[src/rtl/seq_detector_param.sv]
// Serial sequence detector: flags when the last PAT_LEN enabled samples equal PAT_A or PAT_B.
// Supports overlap/non-overlap matching, fill/history debug outputs and a saturating match counter.
module seq_detector_param #(
  parameter int                 PAT_LEN = 4,
  parameter logic [PAT_LEN-1:0] PAT_A   = 4'b1111,
  parameter logic [PAT_LEN-1:0] PAT_B   = 4'b1101,
  parameter bit                 OVERLAP = 1'b1,
  parameter int                 CNT_W   = 8
) (
  input  logic                       clock,
  input  logic                       reset,
  input  logic                       enable,
  input  logic                       w,
  input  logic                       count_clr,
  output logic                       match_a,
  output logic                       match_b,
  output logic                       match,
  output logic [$clog2(PAT_LEN+1)-1:0] fill,
  output logic [PAT_LEN-1:0]         history,
  output logic [CNT_W-1:0]           match_count
);

  localparam int FILL_W = $clog2(PAT_LEN+1);
  localparam logic [FILL_W-1:0] FULL = FILL_W'(PAT_LEN);

  logic [PAT_LEN-1:0] history_q, history_d, hist_n;
  logic [FILL_W-1:0]  fill_q, fill_d, fill_n;
  logic               match_a_q, match_a_d;
  logic               match_b_q, match_b_d;
  logic [CNT_W-1:0]   count_q, count_d;
  logic               hit_a, hit_b;

  always_comb begin
    hist_n    = {history_q[PAT_LEN-2:0], w};
    fill_n    = (fill_q == FULL) ? fill_q : fill_q + 1'b1;
    hit_a     = (fill_n == FULL) && (hist_n == PAT_A);
    hit_b     = (fill_n == FULL) && (hist_n == PAT_B);

    history_d = history_q;
    fill_d    = fill_q;
    match_a_d = match_a_q;
    match_b_d = match_b_q;
    count_d   = count_q;

    if (enable) begin
      history_d = hist_n;
      match_a_d = hit_a;
      match_b_d = hit_b;
      // Non-overlap mode restarts the fill so the next match needs PAT_LEN fresh bits.
      if (!OVERLAP && (hit_a || hit_b))
        fill_d = '0;
      else
        fill_d = fill_n;
    end

    if (count_clr)
      count_d = '0;
    else if (enable && (hit_a || hit_b) && (count_q != {CNT_W{1'b1}}))
      count_d = count_q + 1'b1;
  end

  always_ff @(posedge clock) begin
    if (reset) begin
      history_q <= '0;
      fill_q    <= '0;
      match_a_q <= 1'b0;
      match_b_q <= 1'b0;
      count_q   <= '0;
    end else begin
      history_q <= history_d;
      fill_q    <= fill_d;
      match_a_q <= match_a_d;
      match_b_q <= match_b_d;
      count_q   <= count_d;
    end
  end

  assign match_a     = match_a_q;
  assign match_b     = match_b_q;
  assign match       = match_a_q | match_b_q;
  assign fill        = fill_q;
  assign history     = history_q;
  assign match_count = count_q;

endmodule

[config.mk]
export PLATFORM = sky130hd
export DESIGN_NAME = seq_detector_param
export DESIGN_NICKNAME = d
export VERILOG_FILES = /design/src/rtl/seq_detector_param.sv
export SDC_FILE = /design/constraint.sdc
export NUM_CORES = 1
export LEC_CHECK = 0
export BUFFER_PORTS_ARGS = -buffer_cell sky130_fd_sc_hd__buf_4
export CAP_MARGIN = 10
export CORE_ASPECT_RATIO = 0.8
export CORE_MARGIN = 2
export CORE_UTILIZATION = 40
export CTS_CLUSTER_SIZE = 8
export DETAILED_ROUTE_END_ITERATION = 8
export PLACE_DENSITY = 0.64
export SLEW_MARGIN = 20
export SYNTH_ARGS = -nofsm -noshare
export SYNTH_HDL_FRONTEND = slang
export SYNTH_SLANG_ARGS = --single-unit
export TNS_END_PERCENT = 1
[constraint.sdc]
create_clock -name clock -period 2.05 [get_ports clock]
set_input_delay 0.41 -clock clock [delete_from_list [all_inputs] [get_ports clock]]
set_output_delay 0.41 -clock clock [all_outputs]
set_load 0.005 [all_outputs]
Word level (Yosys, flattened, before mapping)

Index checks and enable logic that the tools add are counted.

Bits in registers: 17
Output and inout bits: 18
Logic and storage cells: 20

$add $sub $neg: 2
Equality and inequality tests: 5
Mux-type cells: 1
Bitwise gates (word level): 1
Reduce and logical (&&, ||, !) cells: 6

Operators with widths:

| cell                  | count |
|---|---|
| $add A8 B1 Y8 const B | 1 |
| $eq A4 B4 Y1 const B  | 2 |
| $ne A8 B8 Y1 const B  | 1 |
| $eq A3 B3 Y1 const B  | 2 |
| $logic_and A1 B1 Y1   | 4 |
| $add A3 B1 Y3 const B | 1 |
| $mux W3               | 1 |
| $reduce_or A2 Y1      | 1 |
| $logic_or A1 B1 Y1    | 1 |
| $or A1 B1 Y1          | 1 |

Longest topological paths before layout

Gate-level depths: netlist of the first run.

Word-level depth: 7
Mapped depth: 7

Worst setup path after synthesis of the first run

No wires, ideal clock.

Kind: register to register
Start point: reg fill_q[0], in the netlist fill[0]
End point: reg count_q[3], in the netlist match_count[3]
Arrival time: 1.802 ns
Data required time: 1.924 ns
Path slack: 0.122 ns
Cell stages (with the launch flop): 8
Path buffers: 0
Path through: dfxtp_1 inv_1 ha_1 nor4b_1 a211oi_2 nor4b_2 xnor2_1 nor2_1

Cells in the longest elaborated chain, start to end: 7

Ends and longest elaborated chain:

| what                                                 | line   | RTL |
|---|---|---|
| from (decl)                                          | 27     | `logic [FILL_W-1:0] fill_q, fill_d, fill_n;` |
| from (signal assigned)                               | 71     | `fill_q <= fill_d;` |
| $add A3 B1 Y3 / $eq A3 B3 Y1 (equally long branches) | 35     | `fill_n = (fill_q == FULL) ? fill_q : fill_q + 1'b1;` |
| $mux W3 *                                            | 35     |  |
| $eq A3 B3 Y1 *                                       | 36, 37 |  |
| $logic_and A1 B1 Y1 (on tied branches)               | 36, 37 |  |
| $logic_or A1 B1 Y1 *                                 | 58     | `else if (enable && (hit_a \|\| hit_b) && (count_q != {CNT_W{1'b1}}))` |
| $logic_and A1 B1 Y1 * (2 in a row)                   | 58     |  |
| to (signal assigned)                                 | 74     | `count_q <= count_d;` |
| to (decl)                                            | 30     | `logic [CNT_W-1:0] count_q, count_d;` |

Mark *: on every way between the ends. The rest lies on a longest branch, timed or not.
A chain may end at the register's enable or synchronous reset.

Worst setup path in the final report of the first run

Start point: reg fill_q[1], in the netlist fill[1]
End point: reg count_q[3], in the netlist match_count[3]

Same word-level chain as after synthesis.

==> flow_summary.json, run 1 <==
{
  "vias": 721,
  "timing.fmax_ghz": 0.5134,
  "slew_violations": 0,
  "ant_nets": 0,
  "wire_per_inst_um": 13.22,
  "grt_pass1_vias": 656,
  "tns_ps": 0,
  "fin_worst_skew_ps": 7.413,
  "yosys_warnings": 0,
  "drc": 0,
  "min_path_type": "in -> reg",
  "hold_start": "reset",
  "vias_per_cell": 5.263,
  "required_ps": 2240,
  "tightest_slew_ps": 412.4,
  "cts_tree": "yes",
  "hold_end": "fill[0]",
  "postCtsSetupBuffers": 0,
  "clk_pin_slew_ps": 100,
  "reg2reg_depth": 7,
  "maxCapViolCount": 0,
  "status": "finished clean",
  "cts_buffer_depth": 2,
  "antenna_cells": 0,
  "fin_crit_sh_pct": 95.02,
  "crit_path_start_kind": "register",
  "area.growth.synth_to_final_pct": 30.69,
  "slew_headroom_pct": 72.42,
  "finalHoldViolCount": 0,
  "drive_gt1_share_pct": 32.74,
  "synth-seq-area-share_pct": 41.53,
  "r2r-start": "fill[1]",
  "p_total_mw": 0.5984,
  "cp.arrival_ps": 2140,
  "dp_hpwl_um": 1268,
  "synthCells": 89,
  "finalWorstSetupSlack_ps": 102.1,
  "ys_seq_elements": 17,
  "finalSetupViolCount": 0,
  "crit_fanout": 8,
  "r2r-end": "match_count[3]",
  "synthArstFlopShare_pct": 0,
  "syn-num-nets": 97,
  "p_leak_nw": 0.4316,
  "hold_ws_ps": 345.3,
  "synth_cell_types": 33,
  "start_util_pct": 42.92,
  "syn_area_per_cell_um2": 9.208,
  "cts_root_buf": "clkbuf_4",
  "synth_enable_flop_cells": 0,
  "die_area_mm2": 0.002429,
  "drt_wl_total_um": 1811,
  "drtPass1Iterations": 4,
  "die_y_um": 44.49,
  "end_kind": "register",
  "critPathKind": "reg -> reg",
  "power.density_mw_per_mm2": 558.7,
  "pre_cts_ws_ps": 46.05,
  "grt_usage_pct": 16.53,
  "cts.sinks": 17,
  "drt_iter0_markers": 10,
  "ir_drop_mv": 0.5000,
  "nets": 122,
  "antenna_found_initial": 0,
  "io_pins": 23,
  "cts_buffers": 3,
  "synth_ff_type": "dfxtp_1",
  "rsz0062_at_grt": "true",
  "syn_area_um2": 819.5,
  "placementRows": 14,
  "r2r_slack_ps": 100,
  "die_x_um": 54.61,
  "grt_pass1_wl_um": 2891,
  "clk_latency_ps": 290,
  "period_needed_ps": 1948,
  "grt_remaining_overflow": 0,
  "grt_max_degree": 11,
  "htree_levels": 1,
  "gp_congestion": 0.7679,
  "port_buffers": 22,
  "design.core.area_mm2": 0.001909,
  "hold_depth": 2
}
where the power goes:
group | internal [mW] | total [mW] | switching [mW]
Sequential | 0.337 | 0.344 | 0.00726
Clock | 0.0725 | 0.178 | 0.106
Combinational | 0.0378 | 0.0757 | 0.0380
Total | 0.447 | 0.598 | 0.151
layer usage:
| metal | routed length (um) | vias up | global-route usage, % |
|---|---|---|---|
| met5 | 0 | - | 0 |
| met4 | 19 | 0 | 3.000 |
| met3 | 89 | 4 | 6.081 |
| met2 | 887 | 16 | 24.52 |
| met1 | 815 | 337 | 23.03 |
| li1 | - | 364 | - |
registers in the layout, summed over array words and instances, names as in the netlist:
signal	cells
fill	3
match_a	1
history	4
match_b	1
match_count	8
cell type report:
class | instances | area (um^2)
Multi-Input combinational cell | 66 | 488.0
Clock buffer | 3 | 22.52
Timing Repair Buffer | 23 | 172.7
Fill cell | 184 | 838.3
Tap cell | 24 | 30.03
Sequential cell | 17 | 341.6
Clock inverter | 1 | 5.005
Inverter | 3 | 11.26
layout by cell type, fill, tap and decap left out, drive strengths merged:
master	synthesis	routed
or2	2	2
nor3b	2	2
a211oi	1	1
a31oi	1	1
clkbuf	1	3
nor2	16	16
a21boi	1	1
nand3	2	2
inv	3	3
or3	1	1
a311o	1	1
clkinv	0	1
nor3	2	2
o21ai	1	1
nor4	1	1
nor4b	2	2
dfxtp	17	17
and4b	1	1
ha	3	3
and4	1	1
nand4	3	3
mux2i	4	4
nor2b	2	2
xnor2	6	6
a21oi	5	5
nand2b	1	1
a41o	1	1
and3	1	1
nand2	3	3
nor4bb	2	2
buf	2	23
worst max-delay path by stage:
stage / from / endpoint / slack, ps / cells after the start
after floorplan: fill[0] / match_count[3] / 120 / 7
after global placement: fill[1] / match_count[5] / 100 / 7
after detailed placement: fill[1] / match_count[3] / 50 / 7
after CTS: fill[1] / match_count[3] / 20 / 7
after global routing: fill[1] / match_count[5] / -40 / 7
final: fill[1] / match_count[3] / 100 / 7
cells by family (layout without fill, tap and decap cells):
kind of cell | after synthesis | in the layout | share of synthesized area [%]
multiplexers | 4 | 4 | 4.886
AO/OA/AOI/OAI | 11 | 11 | 9.313
flip-flops | 17 | 17 | 41.53
adder cells (fa/ha/maj) | 3 | 3 | 4.581
buffers and inverters | 6 | 30 | 3.205
AND/OR/NAND/NOR | 42 | 42 | 30.08
XOR/XNOR | 6 | 6 | 6.412
stage by stage:
stage	instances	utilization, %	cell area, um^2
after floorplan	89	-	819.5
after global placement	133	52.75	1007
after detailed placement	133	52.75	1007
after CTS	137	54.19	1035
after global routing	137	56.09	1071
final	137	56.09	1071
synthesized netlist by cell type, types with 2 or more instances:
master    number  area (um^2)
dfxtp_1       17        340.3
nor2_1        15        56.30
xnor2_1        6        52.55
a21oi_1        5        25.02
mux2i_1        4        40.04
ha_1           3        37.54
inv_1          3        11.26
nand2_1        3        11.26
nand4_1        3        18.77
nand3_1        2        10.01
nor2b_1        2        12.51
nor3_1         2        10.01
nor3b_1        2        15.01
nor4bb_1       2        20.02
or2_2          2        12.51
critical path, cell delays in order (launching register included):
cell and delay (ps):
dfxtp_2 380, inv_1 60, ha_1 350, nor4bb_2 390, a211oi_4 110, nor4b_2 330
xnor2_1 160, nor2_1 50
repair_timing:
item	in CTS	in global routing
resized for setup	0	6
hold buffers	0	0
setup endpoints to repair	0	10
No activity file was read; power rests on OpenSTA's default activity.
==> run 2: changes to the inputs <==
- PLACE_DENSITY: 0.64 -> unset
- PLACE_DENSITY_LB_ADDON: unset -> 0.3
==> run 2 against run 1 <==
Global-route usage is 0.37 points higher; utilization is 0.79 points lower; critical path type unchanged; routed wire length is 4.9% lower; sequential power hardly changed; cell area is 1.4% lower; total power is 0.16% lower; non-clock buffer count stayed put; hold slack worse by 11 ps; first-iteration DRC count is 70% higher; combinational power is 2.8% lower.
==> flow_summary.json, run 2 (synthesis gave the netlist of run 1 again) <==
{
  "status": "finished clean",
  "grt_usage_pct": 16.90,
  "drive_gt1_share_pct": 32.74,
  "slew_headroom_pct": 60.69,
  "swShare_pct": 24.75,
  "die_area_mm2": 0.002429,
  "clk_latency_ps": 300,
  "fin_worst_skew_ps": 9.110,
  "largest_reg_flops": 8,
  "finalSetupViolCount": 0,
  "dp_hpwl_um": 1306,
  "p_leak_nw": 0.4265,
  "slew_violations": 0,
  "power.density_mw_per_mm2": 565.7,
  "dpl.cell_count": 133,
  "required_ps": 2290,
  "antenna_cells": 0,
  "cp.arrival_ps": 2170,
  "power_switching_mw": 0.1479,
  "nets": 122,
  "cts_buffers": 3,
  "p_int_mw": 0.4496,
  "placed_area_mm2": 0.001007,
  "crit_slowest_cell": "a211oi_2",
  "wire_per_inst_um": 12.57,
  "grt_pass1_vias": 629,
  "grt_remaining_overflow": 0,
  "crit_chain": "inv_1 > ha_4 > nor4bb_1 > a211oi_2 > nor2_2 > a311o_1 > nand2_1",
  "die_x_um": 54.61,
  "tns_ps": 0,
  "seqPwrFrac_pct": 57.7,
  "placementRows": 14,
  "area.growth.synth_to_final_pct": 28.85,
  "final_cell_area_mm2": 0.001056,
  "cp_slowest_stage_delay_ps": 540,
  "fin_cells": 137,
  "finalHoldViolCount": 0,
  "ant_nets": 0,
  "drt_iter0_markers": 17,
  "mostFrequentLayoutCell": "buf_4",
  "grt_pass1_wl_um": 2884,
  "cts_tree": "yes",
  "vias_per_cell": 5.248,
  "ir_drop_mv": 0.5702,
  "pwr-share-clk_pct": 30.0,
  "r2r_slack_ps": 120,
  "vias": 719,
  "crit_path_start_kind": "register",
  "finalWorstSetupSlack_ps": 119.2,
  "pre_cts_ws_ps": 74.58,
  "htree_levels": 1,
  "drtPass1Iterations": 4,
  "start_util_pct": 42.92,
  "rsz0062_at_grt": "false",
  "critPathKind": "reg -> reg",
  "min_path_type": "in -> reg",
  "die_y_um": 44.49,
  "io_pins": 23,
  "end_kind": "register",
  "final_cell_mix": "23 x buf_4, 15 x nor2_1, 15 x dfxtp_1",
  "hold_ws_ps": 334.6,
  "drc": 0,
  "fin_crit_sh_pct": 94.18,
  "antenna_found_initial": 0,
  "drt_wl_total_um": 1722,
  "port_buffers": 22,
  "timing.fmax_ghz": 0.5179,
  "cts_buffer_depth": 2,
  "maxCapViolCount": 0,
  "grt_max_degree": 11,
  "gp_congestion": 0.7516,
  "cts_root_buf": "clkbuf_4",
  "tightest_slew_ps": 588.6,
  "clk_pin_slew_ps": 100,
  "final.fill_count": 184,
  "design.core.area_mm2": 0.001909,
  "crit_fanout": 8,
  "postCtsSetupBuffers": 0,
  "period_needed_ps": 1931,
  "cts.sinks": 17,
  "p_comb_share_pct": 12.3
}
[run 2: cell counts in the layout (fill, tap and decap cells not counted)]
Identical to the previous run, type by type.
[run 2: final cells by class]
| cell class | count | area (um^2) | share of cell area [%] |
|---|---|---|---|
| timing repair buffer | 23 | 172.7 | 16.35 |
| tap | 24 | 30.03 | 2.844 |
| multi-input combinational | 66 | 471.7 | 44.67 |
| clock inverter | 1 | 5.005 | 0.4739 |
| clock buffer | 3 | 22.52 | 2.133 |
| sequential | 17 | 342.8 | 32.46 |
| inverter | 3 | 11.26 | 1.066 |
[run 2: layer usage]
| metal | track usage, % | vias up | part of all wire (%) |
|---|---|---|---|
| met3 | 7.095 | 2 | 5.7 |
| met2 | 23.81 | 21 | 48 |
| met5 | 0 | - | 0 |
| met4 | 6.000 | 0 | 0.58 |
| met1 | 22.92 | 333 | 45 |
| li1 | - | 363 | - |
[run 2: stage by stage]
stage	util (%)	total power [mW]
after floorplan	-	0.3880
after global placement	52.75	0.4114
after detailed placement	52.75	0.4143
after CTS	54.19	0.5985
after global routing	55.31	0.6379
final	55.31	0.5974
[run 2: path summary, 6_finish.rpt]
| kind | cells after the start | end | start |
|---|---|---|---|
| min | 2 | fill[0] | reset |
| max | 7 | match_count[7] | fill[1] |
| max reg2reg | 7 | match_count[7] | fill[1] |
| min reg2reg | 2 | match_b | match_b |
[run 2: worst max-delay path: cells and delay by family (launching register included)]
kind | cells | cell delay, ps
AOI/OAI and AO/OA | 2 | 880
DFF | 1 | 370
adders and majority gates | 1 | 280
and+or+nand+nor | 3 | 250
buffers and inverters | 1 | 80
[run 2: power by group through the flow]
stage	registers [mW]	clock network, mW	logic (mW)
2_1_floorplan	0.352	0	0.0359
3_3_place_gp	0.351	0	0.0607
3_5_place_dp	0.351	0	0.0629
4_1_cts	0.344	0.192	0.0630
5_1_grt	0.346	0.213	0.0794
6_report	0.345	0.179	0.0736
[run 2: what timing repair did]
action | 4_1_cts | 5_1_grt
hold buffers | 0 | 0
setup endpoints to repair | 0 | 8
hold endpoints to repair | 0 | 0
gates resized for setup | 0 | 4
==> run 3: changes to the inputs <==
- CORE_UTILIZATION: 40 -> 49
==> run 3 against run 2 <==
Non-clock buffer count did not move; hold slack gained 20 ps; maximum frequency hardly changed; combinational power up 6.7%; critical path depth unchanged; final cell count fell by 1.5%; register-to-register slack is essentially flat; utilization rose by 13 points; sequential share of layout area is 0.82 points lower.
==> flow_summary.json, run 3 (synthesis gave the netlist of run 1 again) <==
{
  "grt_pass1_wl_um": 2566,
  "hold_start": "reset",
  "dpl.cell_count": 131,
  "register_area_um2": 342.8,
  "cts_tree": "yes",
  "required_ps": 2290,
  "period_needed_ps": 1931,
  "clk_latency_ps": 290,
  "maxCapViolCount": 0,
  "finalWorstSetupSlack_ps": 119.1,
  "grt_remaining_overflow": 0,
  "die_x_um": 49.73,
  "fin_cells": 135,
  "clk_pin_slew_ps": 100,
  "tightest_slew_ps": 447.2,
  "cp.arrival_ps": 2170,
  "drtPass1Iterations": 4,
  "io_pins": 23,
  "crit_slowest_cell": "a211oi_4",
  "final.fill_count": 148,
  "cts_buffers": 3,
  "drt_iter0_markers": 14,
  "crit_path_start": "fill[1]",
  "finalSetupViolCount": 0,
  "crit_chain": "inv_1 > ha_2 > nor4bb_4 > a211oi_4 > nor2_2 > a311o_1 > nand2_1",
  "vias": 720,
  "status": "finished clean",
  "crit_fanout": 8,
  "design.core.area_mm2": 0.001594,
  "slew_headroom_pct": 69.92,
  "grt_usage_pct": 17.18,
  "grt_max_degree": 11,
  "largest_reg_flops": 8,
  "p_leak_nw": 0.4311,
  "area.growth.synth_to_final_pct": 32.21,
  "nets": 122,
  "ant_nets": 0,
  "port_buffers": 22,
  "htree_levels": 1,
  "met2_length_um": 803,
  "multi_input_area_um2": 501.7,
  "start_util_pct": 51.41,
  "wire_per_inst_um": 12.78,
  "drc": 0,
  "timing.fmax_ghz": 0.5179,
  "met3WireLength_um": 113,
  "fin_crit_sh_pct": 94.19,
  "crit_path_start_kind": "register",
  "routed.top_layer": "met4",
  "min_path_type": "in -> reg",
  "cts_buffer_depth": 2,
  "placementRows": 13,
  "final_cell_mix": "23 x buf_4, 15 x dfxtp_1, 14 x nor2_1",
  "power.density_mw_per_mm2": 554.2,
  "cp_slowest_stage_delay_ps": 430,
  "critPathKind": "reg -> reg",
  "vias_per_cell": 5.333,
  "finalHoldViolCount": 0,
  "r2r-start": "fill[1]",
  "cts.sinks": 17,
  "wl_met1_um": 790,
  "die_area_mm2": 0.002018,
  "antenna_found_initial": 0,
  "antenna_cells": 0,
  "mostFrequentLayoutCell": "buf_4",
  "ir_drop_mv": 0.5252,
  "grt_pass1_vias": 588,
  "drt_wl_total_um": 1725,
  "slew_violations": 0,
  "cts_root_buf": "clkbuf_4",
  "drive_gt1_share_pct": 35.40,
  "pre_cts_ws_ps": -15.66,
  "fin_worst_skew_ps": 4.343,
  "end_kind": "register",
  "gp_congestion": 0.7837,
  "die_y_um": 40.58
}
## run 3: area by class of cell
| type | count | share of cell area [%] |
|---|---|---|
| clock inverters | 1 | 0.4619 |
| well taps | 22 | 2.540 |
| inverters | 3 | 1.039 |
| repair buffers | 23 | 15.94 |
| flip-flops and latches | 17 | 31.64 |
| clock buffers | 3 | 2.079 |
| multi-input cells | 66 | 46.30 |
## run 3: timing repair
item                       4_1_cts  5_1_grt
buffers inserted                 0        0
gates resized for setup          0       10
hold buffers                     0        0
setup endpoints to repair        0       10
## run 3: power by group
part | switching (mW) | internal, mW | leakage (nW)
Clock | 0.102 | 0.0726 | 0.0177
Sequential | 0.00960 | 0.338 | 0.138
Combinational | 0.0378 | 0.0407 | 0.275
## run 3: final timing paths
check | end | slack, ps | cells past startpoint
setup / recovery | match_count[7] | 120 | 7
hold / removal | match_b | 350 | 2
setup reg to reg | match_count[7] | 120 | 7
hold reg to reg | match_b | 490 | 2
## run 3: worst max-delay path: cells and delay by family (launching register included)
kind            cells  cell delay (ps)
flops               1              380
fa+ha+maj           1              390
simple gates        3              270
compound gates      2              760
buf+inv             1               70
## run 3: metrics by stage
step	cell area (um^2)	setup TNS, ps	util [%]	hold slack [ps]	total power [mW]
global placement	1005	0	63.03	467.0	0.4106
floorplan	819.5	0	-	469.8	0.3880
global route	1084	-10.03	67.97	354.0	0.6283
detailed placement	1005	-15.66	63.03	471.7	0.4132
CTS	1032	0	64.76	343.5	0.5878
finish	1084	0	67.97	355.0	0.6005
## run 3: per-layer routing
| layer | up-vias | track usage, % |
|---|---|---|
| met5 | - | 0 |
| met4 | 0 | 6.250 |
| met3 | 4 | 7.090 |
| met2 | 23 | 26.67 |
| met1 | 330 | 21.73 |
| li1 | 363 | - |
